### src/rtl/voice_allocator_pkg.sv
// Shared types for the keyboard voice allocator: slot record, FSM states and commit actions.
package kbd_pkg;

  localparam int KBD_MAX_VOICES = 3;
  localparam int KBD_KEY_W      = 5;
  localparam int KBD_PRD_W      = 32;

  typedef struct packed {
    logic                 active;
    logic [KBD_KEY_W-1:0] key;
    logic [KBD_PRD_W-1:0] prd;
  } voice_t;

  typedef enum logic [1:0] {IDLE, SCAN, SHIFT, COMMIT} va_state_t;

  // Decided at the end of SCAN, applied to the slot array at COMMIT
  typedef enum logic [2:0] {
    ACT_RETRIG,
    ACT_APPEND,
    ACT_REMOVE,
    ACT_STEAL,
    ACT_DROP
  } va_act_t;

  function automatic voice_t mk_voice(input logic [KBD_KEY_W-1:0] key,
                                      input logic [KBD_PRD_W-1:0] prd);
    voice_t v;
    v.active = 1'b1;
    v.key    = key;
    v.prd    = prd;
    return v;
  endfunction

endpackage

### src/rtl/voice_allocator_if.sv
// Key-event handshake plus committed voice outputs of the voice allocator.
interface voice_allocator_if #(
  parameter int NUM_VOICES = 3,
  parameter int PRD_W      = 32,
  parameter int KEY_W      = 5
);

  logic                        key_valid;
  logic                        key_ready;
  logic                        key_on;
  logic [KEY_W-1:0]            key_id;
  logic [PRD_W-1:0]            key_prd;
  logic [NUM_VOICES*PRD_W-1:0] voice_prd;
  logic [1:0]                  notes;
  logic                        upd_done;
  logic                        drop;

  modport master (
    output key_valid, key_on, key_id, key_prd,
    input  key_ready, voice_prd, notes, upd_done, drop
  );

  modport slave (
    input  key_valid, key_on, key_id, key_prd,
    output key_ready, voice_prd, notes, upd_done, drop
  );

endinterface

### src/rtl/voice_allocator.sv
// Keeps active voices compacted oldest-first in slots 0..notes-1 and publishes them only at COMMIT.
// Define VOICE_STEAL_EN to evict the oldest voice on note-on to a full list (default: drop the event).
module voice_allocator
  import kbd_pkg::*;
#(
  parameter int NUM_VOICES = KBD_MAX_VOICES,
  parameter int PRD_W      = KBD_PRD_W,
  parameter int KEY_W      = KBD_KEY_W
) (
  input logic              clk,
  input logic              reset,
  voice_allocator_if.slave bus
);

  localparam int            IW   = $clog2(NUM_VOICES);
  localparam logic [1:0]    NV2  = 2'(NUM_VOICES);
  localparam logic [IW-1:0] LAST = IW'(NUM_VOICES - 1);

  va_state_t        state;
  va_act_t          act;
  voice_t           slots [NUM_VOICES];
  voice_t           nxt   [NUM_VOICES];
  logic [1:0]       cnt;
  logic [1:0]       nxt_cnt;
  logic [1:0]       cnt_m1;
  logic [IW-1:0]    idx;
  logic [IW-1:0]    idx_nx;
  logic [IW-1:0]    hit_idx;
  logic [IW-1:0]    hit_at;
  logic [IW-1:0]    top;
  logic             hit_found;
  logic             scan_hit;
  logic             hit_any;
  logic             ev_on;
  logic [KEY_W-1:0] ev_key;
  logic [PRD_W-1:0] ev_prd;

  assign scan_hit      = slots[idx].active && (slots[idx].key == ev_key);
  assign hit_any       = hit_found | scan_hit;
  assign hit_at        = hit_found ? hit_idx : idx;
  assign cnt_m1        = cnt - 2'd1;
  assign top           = IW'(cnt_m1);
  assign idx_nx        = idx + IW'(1);
  assign bus.key_ready = (state == IDLE);

  // Final slot image written at COMMIT; also the source of the published outputs
  always_comb begin
    nxt     = slots;
    nxt_cnt = cnt;
    case (act)
      ACT_RETRIG: nxt[hit_idx].prd = ev_prd;
      ACT_APPEND: begin
        nxt[IW'(cnt)] = mk_voice(ev_key, ev_prd);
        nxt_cnt       = cnt + 2'd1;
      end
      ACT_REMOVE: begin
        nxt[top] = '0;
        nxt_cnt  = cnt_m1;
      end
      ACT_STEAL:  nxt[LAST] = mk_voice(ev_key, ev_prd);
      default: ;
    endcase
  end

  always_ff @(posedge clk or posedge reset) begin
    if (reset) begin
      state     <= IDLE;
      act       <= ACT_DROP;
      cnt       <= '0;
      idx       <= '0;
      hit_idx   <= '0;
      hit_found <= 1'b0;
      ev_on     <= 1'b0;
      ev_key    <= '0;
      ev_prd    <= '0;
      for (int i = 0; i < NUM_VOICES; i++) slots[i] <= '0;
      bus.voice_prd <= '0;
      bus.notes     <= '0;
      bus.upd_done  <= 1'b0;
      bus.drop      <= 1'b0;
    end else begin
      bus.upd_done <= 1'b0;
      bus.drop     <= 1'b0;
      case (state)
        IDLE: begin
          if (bus.key_valid) begin
            ev_on     <= bus.key_on;
            ev_key    <= bus.key_id;
            ev_prd    <= bus.key_prd;
            idx       <= '0;
            hit_found <= 1'b0;
            state     <= SCAN;
          end
        end
        SCAN: begin
          if (scan_hit && !hit_found) begin
            hit_found <= 1'b1;
            hit_idx   <= idx;
          end
          if (idx != LAST) begin
            idx <= idx_nx;
          end else begin
            // Last slot examined: the hit from this cycle is folded in via hit_at
            hit_idx <= hit_at;
            state   <= COMMIT;
            if (ev_on) begin
              if (hit_any) begin
                act <= ACT_RETRIG;
              end else if (cnt != NV2) begin
                act <= ACT_APPEND;
              end else begin
`ifdef VOICE_STEAL_EN
                act   <= ACT_STEAL;
                idx   <= '0;
                state <= SHIFT;
`else
                act   <= ACT_DROP;
`endif
              end
            end else if (!hit_any) begin
              act <= ACT_DROP;
            end else begin
              act <= ACT_REMOVE;
              if (hit_at != top) begin
                idx   <= hit_at;
                state <= SHIFT;
              end
            end
          end
        end
        SHIFT: begin
          // Close the gap one slot per cycle; the vacated top slot is cleared at COMMIT
          slots[idx] <= slots[idx_nx];
          if (idx_nx == top) state <= COMMIT;
          else               idx   <= idx_nx;
        end
        COMMIT: begin
          slots <= nxt;
          cnt   <= nxt_cnt;
          for (int i = 0; i < NUM_VOICES; i++) bus.voice_prd[i*PRD_W +: PRD_W] <= nxt[i].prd;
          bus.notes    <= nxt_cnt;
          bus.upd_done <= 1'b1;
          bus.drop     <= (act == ACT_DROP);
          state        <= IDLE;
        end
        default: state <= IDLE;
      endcase
    end
  end

endmodule

### src/flat_wrapper.sv
// flat-port wrapper written by rule: the top's interface ports become plain ports
module voice_allocator_flat import kbd_pkg::*;
#(
  parameter int NUM_VOICES = KBD_MAX_VOICES,
  parameter int PRD_W      = KBD_PRD_W,
  parameter int KEY_W      = KBD_KEY_W
)
  (clk, reset, bus_key_valid, bus_key_on, bus_key_id, bus_key_prd, bus_key_ready, bus_voice_prd, bus_notes, bus_upd_done, bus_drop);
  voice_allocator_if #(.NUM_VOICES(NUM_VOICES), .PRD_W(PRD_W), .KEY_W(KEY_W)) bus_i ();
  input logic clk;
  input logic reset;
  input wire logic [$bits(bus_i.key_valid)-1:0] bus_key_valid;
  input wire logic [$bits(bus_i.key_on)-1:0] bus_key_on;
  input wire logic [$bits(bus_i.key_id)-1:0] bus_key_id;
  input wire logic [$bits(bus_i.key_prd)-1:0] bus_key_prd;
  output wire logic [$bits(bus_i.key_ready)-1:0] bus_key_ready;
  output wire logic [$bits(bus_i.voice_prd)-1:0] bus_voice_prd;
  output wire logic [$bits(bus_i.notes)-1:0] bus_notes;
  output wire logic [$bits(bus_i.upd_done)-1:0] bus_upd_done;
  output wire logic [$bits(bus_i.drop)-1:0] bus_drop;
  assign bus_i.key_valid = bus_key_valid;
  assign bus_i.key_on = bus_key_on;
  assign bus_i.key_id = bus_key_id;
  assign bus_i.key_prd = bus_key_prd;
  assign bus_key_ready = bus_i.key_ready;
  assign bus_voice_prd = bus_i.voice_prd;
  assign bus_notes = bus_i.notes;
  assign bus_upd_done = bus_i.upd_done;
  assign bus_drop = bus_i.drop;
  voice_allocator #(.NUM_VOICES(NUM_VOICES), .PRD_W(PRD_W), .KEY_W(KEY_W)) u_core (.clk(clk), .reset(reset), .bus(bus_i));
endmodule
### config.mk
export PLATFORM = sky130hd
export DESIGN_NAME = voice_allocator_flat
export DESIGN_NICKNAME = d
export VERILOG_FILES = /design/src/rtl/voice_allocator_pkg.sv /design/src/rtl/voice_allocator_if.sv /design/src/rtl/voice_allocator.sv /design/src/flat_wrapper.sv
export SDC_FILE = /design/constraint.sdc
export NUM_CORES = 1
export LEC_CHECK = 0
export CORE_ASPECT_RATIO = 0.5
export CORE_MARGIN = 3
export CORE_UTILIZATION = 39
export CTS_BUF_LIST = sky130_fd_sc_hd__clkbuf_16
export DETAILED_ROUTE_END_ITERATION = 7
export GPL_ROUTABILITY_DRIVEN = 0
export GPL_TIMING_DRIVEN = 1
export PLACE_DENSITY_LB_ADDON = 0.12
export SETUP_SLACK_MARGIN = 0.5
export SYNTH_ARGS = -nofsm -noshare
export SYNTH_HDL_FRONTEND = slang
export SYNTH_SLANG_ARGS = --single-unit
### constraint.sdc
create_clock -name clk -period 12.5 [get_ports clk]
set_input_delay 3.75 -clock clk [delete_from_list [all_inputs] [get_ports clk]]
set_output_delay 3.75 -clock clk [all_outputs]
set_load 0.01 [all_outputs]
* Yosys cells after proc, flatten, opt, wreduce, memory -nomap -nowiden
Cells that the tools add are included.
Word-level totals: output and inout bits 101, register bits 262, input bits 41
Cells by class: equal/unequal tests 23, reductions and logical operators 22, add/subtract/negate cells 3, mux-type cells 47, bitwise gates (word level) 9, order comparisons 9
Operators with widths (count):
- bitwise mux 114 bit | 3
- demux 38 bit (select 2 bit) | 4
- 2-to-1 mux 38 bit | 7
- one-hot mux 114 bit (2 select lines) | 1
- one-hot mux 76 bit (3 select lines) | 1
- binary-select mux 38 bit (select 2 bit) | 2
- one-hot mux 38 bit (4 select lines) | 1
- bitwise AND 114 bit | 1
- inverter 114 bit | 1
- 2-to-1 mux 32 bit | 1
- 2-to-1 mux 2 bit | 14
- >= comparator 3 bit (second input constant) | 5
- inverter 2 -> 3 bit | 5
- < comparator 3 x 1 -> 1 bit (second input constant) | 4
- 2-to-1 mux 3 bit | 4
- AND reduction 2 bit | 6
- inequality test 2 bit (second input constant) | 5
- one-hot mux 2 bit (4 select lines) | 1
- == test 3 x 2 -> 1 bit (second input constant) | 2
- logical AND 1 bit | 6
- inequality test 2 x 1 -> 1 bit (second input constant) | 3
- inequality test 3 x 1 -> 1 bit (second input constant) | 2
- one-hot mux 2 bit (3 select lines) | 1
- AND reduction 3 bit | 2
- other kinds (23) | 31

* Longest topological paths before layout
word-level depth 11, gate-level depth with buffers 13, mapped depth without buffers 8

* Worst setup path after synthesis
OpenSTA, ideal clock, no wires.
path type input port to flip-flop, start input bus_key_valid, end register u_core.ev_prd[0], setup time 0.125 ns, path slack 7.472 ns, data required time 12.375 ns, stages on the path 4, data arrival time 4.903 ns, cells stage by stage nand2_1 -> clkbuf_1 -> clkbuf_1 -> mux2_2
Between the ends: word-level cells in the longest chain between the ends 1
RTL lines:
- start, declared | line flat_wrapper.sv:12 | input wire logic [$bits(bus_i.key_valid)-1:0] bus_key_valid;
- AND reduction 2 bit (no source line)
- end signal, assigned | line voice_allocator.sv:89 | ev_prd <= bus.key_prd;
- end, declared | line voice_allocator.sv:36 | logic [PRD_W-1:0] ev_prd;
No other way between the ends. A chain may end at the register's enable or synchronous reset.

* Worst setup path after layout
start register u_core.state[0], end output bus_key_ready
Between the ends: word-level cells in the longest chain between the ends 1
RTL lines:
- start, declared | line voice_allocator.sv:19 | va_state_t state;
- start signal, assigned | line voice_allocator.sv:67 | state <= IDLE;
- start signal, assigned | line voice_allocator.sv:92 | state <= SCAN;
- start signal, assigned | line voice_allocator.sv:105 | state <= COMMIT;
- logical NOT 2 bit | line voice_allocator.sv:44 | assign bus.key_ready = (state == IDLE);
- end, declared | line flat_wrapper.sv:16 | output wire logic [$bits(bus_i.key_ready)-1:0] bus_key_ready;
No other way between the ends.

==> results_dict.tcl <==
set metrics [dict create \
    outcome "complete, no violations" \
    min_period_ps 5678 \
    critPathSlowestCell "clkdlybuf4s50_1" \
    leakagePower_nw 6.358 \
    drive_gt1_share_pct 7.666 \
    synth_seq_cells 262 \
    root_buffer "clkbuf_16" \
    syn-cell-area_um2 12700 \
    viasPerCell 5.748 \
    fmax_ghz 0.1761 \
    ctsResizeCount 0 \
    cts_made_buffers 26 \
    cts_tree "done" \
    dieArea_um2 34890 \
    critical_path.max_stage_delay_ps 560 \
    ys_async_sr_fraction_pct 100.0 \
    final_cell_mix "261 x dfrtp_1, 212 x nor2_1, 155 x o21ai_0, 141 x clkdlybuf4s50_1, 114 x a21oi_1" \
    first_pass_iters 5 \
    cp_max_fo 4 \
    seqPwrFrac_pct 37.0 \
    switching_share_pct 41.77 \
    clkPwrFrac_pct 17.3 \
    dr_total_vias 10807 \
    critPathTopFamily "buffers and inverters" \
    cts_hold_buf 0 \
    clock-sinks 262 \
    final_nets 1482 \
    setup_ws_ps 6822 \
    synth_edf_count 0 \
    grt_pass1_vias 11015 \
    antenna_found_initial 1 \
    clockBufferDepth 3 \
    fin_crit_sh_pct 45.42 \
    fillers 3001 \
    antennaDiodeCount 0 \
    synth-compound-area-share_pct 22.82 \
    grt_usage_pct 22.24 \
    synth_top_family_by_area "compound AO/OA/AOI/OAI gates" \
    fin_skew_ps 12.86 \
    ant_nets 0 \
    die_x_um 261.2 \
    row_count 46 \
    synth_top_area_share_pct 51.43 \
    initial_core_util_pct 39.82 \
    htreeDepth 1 \
    synth_cells 1347 \
    tns_ps 0 \
    switching_power_mw 1.790 \
    critPathLaunchType "register" \
    drc_errors 0 \
    path_cells "inv_1, ha_1, clkdlybuf4s50_1" \
    slew_viol_final 0 \
    grt_max_degree 145 \
    synthXorXnorAreaFrac_pct 0.4828 \
    tightest_slew_ps 1042 \
    critical_path.endpoint_type "primary output" \
    synth.distinct_cells 49 \
    grt_first_pass_wirelength_mm 61.76 \
    p_per_area_nw_per_um2 281.1 \
    syn2layout_area_growth_pct 20.04 \
    dp_slack_ps 6521 \
    cp_data_required_time_ps 8750 \
    comb_power_share_pct 45.7 \
    pin_count 142 \
    first_iter_violations 1062 \
    clk_pin_slew_ps 60 \
    drv_cap 0 \
    clkLatencyLatePin_ps 550 \
    netlist_top_cells_area "dfrtp_1 51%, nor2_1 6.3%, o21ai_0 6.1%, a22o_1 5.5%, a21oi_1 4.5%" \
    crit_arrival_ps 1930 \
    layout_commonest_cell "dfrtp_1" \
    ys_seq_area_share_pct 51.64 \
    grt_overflow_total 0 \
    avgSynthCellArea_um2 9.427 \
    timing.final.hold_violations 0 \
    p_int_mw 2.495 \
    postCtsSetupBuffers 0 \
    finish.utilization_pct 47.81 \
    cp.buffers_inverters 2 \
    core_area_um2 31890 \
    hold_class "register to register" \
    wire_per_inst_um 20.53 \
    rsz0062_at_grt "no" \
    yosys.area_share.adder_pct 1.084 \
    yosys.area_share.simple_pct 11.13 \
    synth_area_leader_cell "dfrtp_1" \
    yosys_warnings 0 \
    synth_ff_type "dfrtp_1" \
    setup.worst_path.class "register to primary output" \
    die_h_um 133.6 \
    relSlewSlack_pct 30.56 \
    peakVddDrop_v 0.0001101 \
    syn_nets 1399 \
    hpwl_mm 22.26 \
    setup_viol 0 \
    drt-total-wl_mm 38.59 \
    power_mw 4.285 \
    port-buffer-count 141 \
    muxShareOfSynthArea_pct 7.439 \
]
## cell families (layout without fill, tap and decap cells)
family | after synthesis | after routing
flops | 262 | 262
compound gates | 444 | 444
simple gates | 355 | 355
fa+ha+maj | 11 | 11
xor+xnor | 7 | 7
buf+inv | 180 | 281
mux | 88 | 88
## power groups by stage
stage          clock network, mW  logic (mW)  registers (mW)
2_1_floorplan                  0        1.20            1.55
3_3_place_gp                   0        1.93            1.58
3_5_place_dp                   0        1.96            1.59
4_1_cts                    0.763        1.96            1.58
5_1_grt                    0.793        2.16            1.64
6_report                   0.740        1.96            1.59
## worst paths after layout
| path | slack, ps | end | depth (start not counted) | from |
|---|---|---|---|---|
| hold / removal | 500 | u_core.bus.voice_prd[31] | 2 | u_core.bus.voice_prd[31] |
| hold reg to reg | 500 | u_core.bus.voice_prd[31] | 2 | u_core.bus.voice_prd[31] |
| min in group asynchronous | 3840 | u_core.bus.voice_prd[80] | 2 | reset |
| max in group asynchronous | 7200 | u_core.slots[90] | 3 | reset |
| setup / recovery | 6820 | bus_key_ready | 3 | u_core.state[0] |
| setup reg to reg | 8450 | u_core.slots[97] | 8 | u_core.idx[0] |
## per-layer routing
layer	part of all wire, %	track usage (%)	vias to the layer above
met4	2.4	5.900	2
met5	0.034	0	-
li1	-	-	4905
met2	47	35.95	348
met3	5.7	3.628	68
met1	45	31.22	5484
## flip-flops by register name, summed over array words and instances, names as in the netlist
register              cells
u_core.slots            114
u_core.bus.voice_prd     96
u_core.ev_prd            32
u_core.ev_key             5
u_core.act                3
u_core.bus.notes          2
u_core.hit_idx            2
u_core.idx                2
u_core.state              2
u_core.bus.drop           1
u_core.bus.upd_done       1
u_core.ev_on              1
u_core.hit_found          1
## per-stage QoR
stage / hold WS, ps / cells / cell area [um2]
global placement: 490.0 / 1834 / 14460
floorplan: 479.9 / 1347 / 12700
global route: 535.0 / 1880 / 15240
finish: 496.5 / 1880 / 15240
detailed placement: 489.4 / 1834 / 14460
CTS: 507.2 / 1880 / 15240
## tightest hold or removal path, stage by stage, from the launching register on
cell	delay (ps)
dfrtp_1	350
nor2_1	40
nor2_1	70
## final cells by class
type | instances | area [um2] | area share (%)
inverters | 78 | 300.3 | 1.970
repair buffers | 157 | 1531 | 10.05
multi-input cells | 905 | 5532 | 36.29
clock inverters | 19 | 106.4 | 0.6977
clock buffers | 27 | 675.6 | 4.432
well taps | 432 | 540.5 | 3.546
flip-flops and latches | 262 | 6558 | 43.02
## Yosys cell counts (all sizes together), types with 9 or more instances
cell	count
buf	9
ha	11
inv	77
nor2	213
a21oi	114
o21ai	155
a221oi	32
a22o	80
mux2	45
a221o	33
dfrtp	261
nand2	108
clkbuf	93
mux2i	43
Power figures use the tool's default switching activity.
